$ cat config.mk
export PLATFORM = sky130hd
export DESIGN_NAME = fetch_stage
export DESIGN_NICKNAME = d
export VERILOG_FILES = /design/src/rtl/riscv_pkg.sv /design/src/rtl/reg_field_decode.sv /design/src/rtl/fetch_stage.sv
export SDC_FILE = /design/constraint.sdc
export NUM_CORES = 1
export LEC_CHECK = 0
export ABC_AREA = 1
export ABC_CLOCK_PERIOD_IN_PS = 4280
export CAP_MARGIN = 25
export CORE_ASPECT_RATIO = 0.6
export CORE_MARGIN = 3
export CORE_UTILIZATION = 50
export CTS_CLUSTER_SIZE = 16
export DETAILED_ROUTE_END_ITERATION = 10
export GPL_ROUTABILITY_DRIVEN = 1
export PLACE_DENSITY_LB_ADDON = 0.2
export SYNTH_ARGS = -nofsm -noshare
export SYNTH_HDL_FRONTEND = slang
export SYNTH_HIERARCHICAL = 1
export SYNTH_SLANG_ARGS = --single-unit
$ cat constraint.sdc
create_clock -name clk -period 4.28 [get_ports clk]
set_clock_uncertainty 0.05 [all_clocks]
set_input_delay 0.856 -clock clk [delete_from_list [all_inputs] [get_ports clk]]
set_output_delay 0.856 -clock clk [all_outputs]
set_load 0.03 [all_outputs]
$ cat src/rtl/riscv_pkg.sv
// Shared RISC-V core definitions: bubble word, base opcodes and fetch FSM states.
package riscv_pkg;

    localparam logic [31:0] NOP_INSTR = 32'h0000_0013;

    localparam logic [6:0] OPC_OP     = 7'b0110011;
    localparam logic [6:0] OPC_OP_IMM = 7'b0010011;
    localparam logic [6:0] OPC_LOAD   = 7'b0000011;
    localparam logic [6:0] OPC_STORE  = 7'b0100011;
    localparam logic [6:0] OPC_BRANCH = 7'b1100011;
    localparam logic [6:0] OPC_JAL    = 7'b1101111;
    localparam logic [6:0] OPC_JALR   = 7'b1100111;
    localparam logic [6:0] OPC_LUI    = 7'b0110111;
    localparam logic [6:0] OPC_AUIPC  = 7'b0010111;

    typedef enum logic [1:0] {
        ST_BOOT,
        ST_RUN,
        ST_STALL,
        ST_FLUSH
    } fetch_state_t;

endpackage

$ cat src/rtl/reg_field_decode.sv
// Extracts rs1/rs2/rsd from an instruction, zeroing fields the format does not use.
// Only bits [24:0] carry opcode and register fields, so the upper bits are not taken.
module reg_field_decode
    import riscv_pkg::*;
(
    input  logic [24:0] instruction,
    output logic [4:0]  rs1,
    output logic [4:0]  rs2,
    output logic [4:0]  rsd
);

    logic [6:0] opcode;
    assign opcode = instruction[6:0];

    // Raw field positions first, then clear the ones the opcode leaves undefined.
    always_comb begin
        rsd = instruction[11:7];
        rs1 = instruction[19:15];
        rs2 = instruction[24:20];
        case (opcode)
            OPC_STORE, OPC_BRANCH: rsd = 5'd0;
            OPC_LUI, OPC_AUIPC, OPC_JAL: begin
                rs1 = 5'd0;
                rs2 = 5'd0;
            end
            OPC_JALR, OPC_LOAD, OPC_OP_IMM: rs2 = 5'd0;
            default: ;
        endcase
    end

endmodule

$ cat src/rtl/fetch_stage.sv
// Instruction fetch and IF/ID register: drives a synchronous imem, handles
// redirect, squash and load-use stall, and registers decoded register fields.
module fetch_stage
    import riscv_pkg::*;
#(
    parameter logic [31:0] RESET_PC = 32'h0000_0000
) (
    input  logic        clk,
    input  logic        rst,
    input  logic        pcEnableSignal,
    input  logic [31:0] branchTarget,
    input  logic        nopSignal,
    input  logic        loadEnableSignal,
    output logic [31:0] imemAddr,
    input  logic [31:0] imemData,
    output logic [31:0] instruction,
    output logic [31:0] pcOut,
    output logic [4:0]  rs1,
    output logic [4:0]  rs2,
    output logic [4:0]  rsd,
    output logic        valid
);

    fetch_state_t state, state_next;

    // fetch_pc is the address being requested now; req_pc is the address whose
    // data is on imemData this cycle (always fetch_pc - 4 outside BOOT/FLUSH entry).
    logic [31:0] fetch_pc, fetch_pc_next;
    logic [31:0] req_pc, req_pc_next;
    logic [31:0] skid, skid_next;
    logic [31:0] instr_next, pc_next;
    logic        valid_next;
    logic [31:0] redirect_pc;
    logic [4:0]  dec_rs1, dec_rs2, dec_rsd;

    assign redirect_pc = branchTarget & 32'hFFFF_FFFC;
    assign imemAddr    = fetch_pc;

    // Next-state and next IF/ID contents; priority redirect > squash > stall.
    always_comb begin
        state_next    = state;
        fetch_pc_next = fetch_pc;
        req_pc_next   = req_pc;
        skid_next     = skid;
        instr_next    = instruction;
        pc_next       = pcOut;
        valid_next    = valid;
        case (state)
            ST_BOOT: begin
                instr_next    = NOP_INSTR;
                pc_next       = 32'd0;
                valid_next    = 1'b0;
                req_pc_next   = fetch_pc;
                fetch_pc_next = fetch_pc + 32'd4;
                state_next    = ST_RUN;
            end
            ST_FLUSH: begin
                // The word arriving now belongs to the abandoned path.
                instr_next = NOP_INSTR;
                pc_next    = 32'd0;
                valid_next = 1'b0;
                if (pcEnableSignal) begin
                    fetch_pc_next = redirect_pc;
                end else begin
                    req_pc_next   = fetch_pc;
                    fetch_pc_next = fetch_pc + 32'd4;
                    state_next    = ST_RUN;
                end
            end
            ST_RUN, ST_STALL: begin
                if (pcEnableSignal) begin
                    instr_next    = NOP_INSTR;
                    pc_next       = 32'd0;
                    valid_next    = 1'b0;
                    fetch_pc_next = redirect_pc;
                    state_next    = ST_FLUSH;
                end else if (nopSignal) begin
                    instr_next    = NOP_INSTR;
                    pc_next       = 32'd0;
                    valid_next    = 1'b0;
                    req_pc_next   = fetch_pc;
                    fetch_pc_next = fetch_pc + 32'd4;
                    state_next    = ST_RUN;
                end else if (loadEnableSignal) begin
                    // Park the arriving word; the held fetch_pc re-reads the next one.
                    if (state == ST_RUN) begin
                        skid_next = imemData;
                    end
                    state_next = ST_STALL;
                end else begin
                    instr_next    = (state == ST_STALL) ? skid : imemData;
                    pc_next       = req_pc;
                    valid_next    = 1'b1;
                    req_pc_next   = fetch_pc;
                    fetch_pc_next = fetch_pc + 32'd4;
                    state_next    = ST_RUN;
                end
            end
            default: state_next = ST_BOOT;
        endcase
    end

    reg_field_decode u_decode (
        .instruction (instr_next[24:0]),
        .rs1         (dec_rs1),
        .rs2         (dec_rs2),
        .rsd         (dec_rsd)
    );

    // State, PCs and IF/ID register (fields registered alongside the word).
    always_ff @(posedge clk) begin
        if (rst) begin
            state       <= ST_BOOT;
            fetch_pc    <= RESET_PC;
            req_pc      <= RESET_PC;
            instruction <= NOP_INSTR;
            pcOut       <= 32'd0;
            valid       <= 1'b0;
            rs1         <= 5'd0;
            rs2         <= 5'd0;
            rsd         <= 5'd0;
        end else begin
            state       <= state_next;
            fetch_pc    <= fetch_pc_next;
            req_pc      <= req_pc_next;
            instruction <= instr_next;
            pcOut       <= pc_next;
            valid       <= valid_next;
            rs1         <= valid_next ? dec_rs1 : 5'd0;
            rs2         <= valid_next ? dec_rs2 : 5'd0;
            rsd         <= valid_next ? dec_rsd : 5'd0;
        end
    end

    // Skid word is pure data; a stale value is never consumed after reset.
    always_ff @(posedge clk) begin
        skid <= skid_next;
    end

endmodule

==> run_results.csv <==
group,metric,value,unit
run_status,status,"complete, no violations",
routing,routedLengthMet1,10.6,mm
die,die_x,165,um
power_and_ir_drop,powerDensity,394,nW/um2
die,num_rows,34,
placed_design,hpwl,15.3,mm
cts,tritoncts,"yes",
cts,ctsResizeCount,0,
die,die_h,102,um
cts,numCtsBuffers,17,
routing,drt_iter0_drc,521,
global_route,first_global_vias,6534,
worst_setup_path,required,4.55,ns
worst_setup_path,endpoint_kind,"flop",
worst_setup_path,crit_fanout,22,
placed_design,gp_congestion,0.940,
power_and_ir_drop,leakagePower,0.00408,uW
cts,clk_pin_slew_worst_paths,0.08,ns
synth,yosys_warnings,6,
routing,wl_per_cell,15.3,um
final_layout,drive_above_1_share,0.0571,
timing,post-route-period-util,0.698,
timing,setup_viol,0,
cts,ctsHtreeMaxLevel,4,
routing,final_antenna_net_count,0,
cts,clockBufferDepth,2,
placed_design,numPortBuffers,176,
timing,maxSlewHeadroom,0.341,
worst_setup_path,path_class,"primary input to flop",
cts,clkSinkCount,173,
worst_setup_path,worst_setup_path_start_kind,"primary input",
cts,cts-root-buf,"clkbuf_16",
routing,top_layer_used,"met4",
routing,postRouteWirelength,21.6,mm
placed_design,placed_cell_area,9460,um2
final_layout,num-fill-cells,1287,
global_route,grt-ovfl-total,0,
worst_hold_path,min_path_type,"flop to flop",
timing,slew_viol_final,0,
worst_setup_path,max_stage_delay,0.52,ns
global_route,grt_max_degree,54,
synth,synth_cells,1041,
die,initial_core_util,0.518,
routing,wl_met2,8.46,mm
cts,clock_latency,0.42,ns
synth,netlist_area,7630,um2
timing,worst_slew_pin_slew,0.987,ns
job,maxCapViolCount,0,
die,ios,181,
global_route,antenna_found_initial,0,
worst_setup_path,path_buf_inv,5,
routing,dr.pass1.iters,5,
timing,setup_ws,1.29,ns
placed_design,dp_slack,0.896,ns
worst_setup_path,path_cells,"clkdlybuf4s50_1, inv_2, nand3_2, nor2_4, buf_4, nor2_2, inv_1, a21oi_1, o21ai_0, inv_1",
timing,timing.fmax,335,MHz
timing,finalSetupTns,0,ns
timing,fin_crit,2.99,ns
routing,vias,7153,
final_layout,finalNetCount,1269,
timing,rsz0062_at_grt,"false",
power_and_ir_drop,max-vdd-ir-drop,0.260,mV
worst_setup_path,crit_arrival,3.26,ns
timing,hold_viol_final,0,
power_and_ir_drop,power,3980,uW
cts,hold_buffers,0,
routing,remaining_drc_errors,0,
worst_setup_path,critPathTopFamily,"buffers and inverters",
synth,syn_avg_cell_area,7.33,um2
final_layout,post-route-cell-area,10100,um2
global_route,grt_pass1_wl,33.9,mm
worst_setup_path,slowest_stage,"nor2_4",
die,die_area,16800,um2
routing,vias_per_cell,5.09,
final_layout,syn_to_final_growth,32.4,%
worst_setup_path,crit_path_frequent_cell,"inv_1",
routing,route.met3.wl,2.42,mm
cts,postCtsSetupBuffers,0,
global_route,track_usage,0.258,
final_layout,antennaDiodeCount,0,
die,core-area,14700,um2
[final cells by class]
class | instances | area (um2) | area share
flip-flops and latches | 173 | 3780 | 0.374
multi-input cells | 690 | 3120 | 0.309
repair buffers | 188 | 1850 | 0.183
inverters | 125 | 469 | 0.0464
clock buffers | 18 | 450 | 0.0446
well taps | 198 | 248 | 0.0245
clock inverters | 14 | 183 | 0.0181
[per-layer routing]
layer | global-route usage | up-vias
li1 | - | 3592
met1 | 0.393 | 3263
met2 | 0.349 | 285
met3 | 0.0891 | 13
met4 | 0.0556 | 0
met5 | 0 | -
[power by group]
part	leakage, uW	internal, uW	switching [uW]	total (uW)
combinational	0.00233	208	349	558
clock	0.000308	839	772	1610
sequential	0.00144	1730	74.3	1810
[through the flow]
step,cells,utilization,hold slack (ns)
floorplan,1042,-,0.388
global placement,1373,0.643,0.393
detailed placement,1373,0.643,0.396
CTS,1405,0.686,0.405
global route,1406,0.687,0.423
finish,1406,0.687,0.405
[state kept, by name (all words and copies together) (netlist names)]
signal,cells
valid,1
imemAddr,30
rsd,5
req_pc,30
skid,32
pcOut,31
rs2,5
instruction,32
state,2
rs1,5
[cell usage in the layout, fill, tap and decap left out, drive strengths merged]
master / count
nand2: 310
dfxtp: 141
inv: 133
a31oi: 4
nand4: 3
o211ai: 1
xnor2: 2
buf: 13
or2: 5
mux2i: 1
clkbuf: 18
clkdlybuf4s50: 175
conb: 2
xor2: 4
ha: 5
o22ai: 4
a21oi: 80
nand3: 31
edfxtp: 32
clkinv: 6
nor2: 135
a22oi: 22
o21ai: 76
a32oi: 1
nand3b: 1
o31ai: 3
[worst paths after layout]
path	from	endpoint	slack (ns)	depth (start not counted)
max	pcEnableSignal	imemAddr[19]$_SDFFE_PP0P_	1.29	10
max reg2reg	state[0]$_SDFFE_PP0P_	rs2[1]$_SDFF_PP0_	1.46	16
min reg2reg	pcOut[25]$_SDFFE_PP0P_	pcOut[25]$_SDFFE_PP0P_	0.41	2
min	pcOut[25]$_SDFFE_PP0P_	pcOut[25]$_SDFFE_PP0P_	0.41	2
[worst min-delay path, stage by stage, from the launching register on]
cell and delay (ns):
dfxtp_1 0.31, nand2_1 0.05, a21oi_1 0.05
No activity file was read; power rests on OpenSTA's default activity.
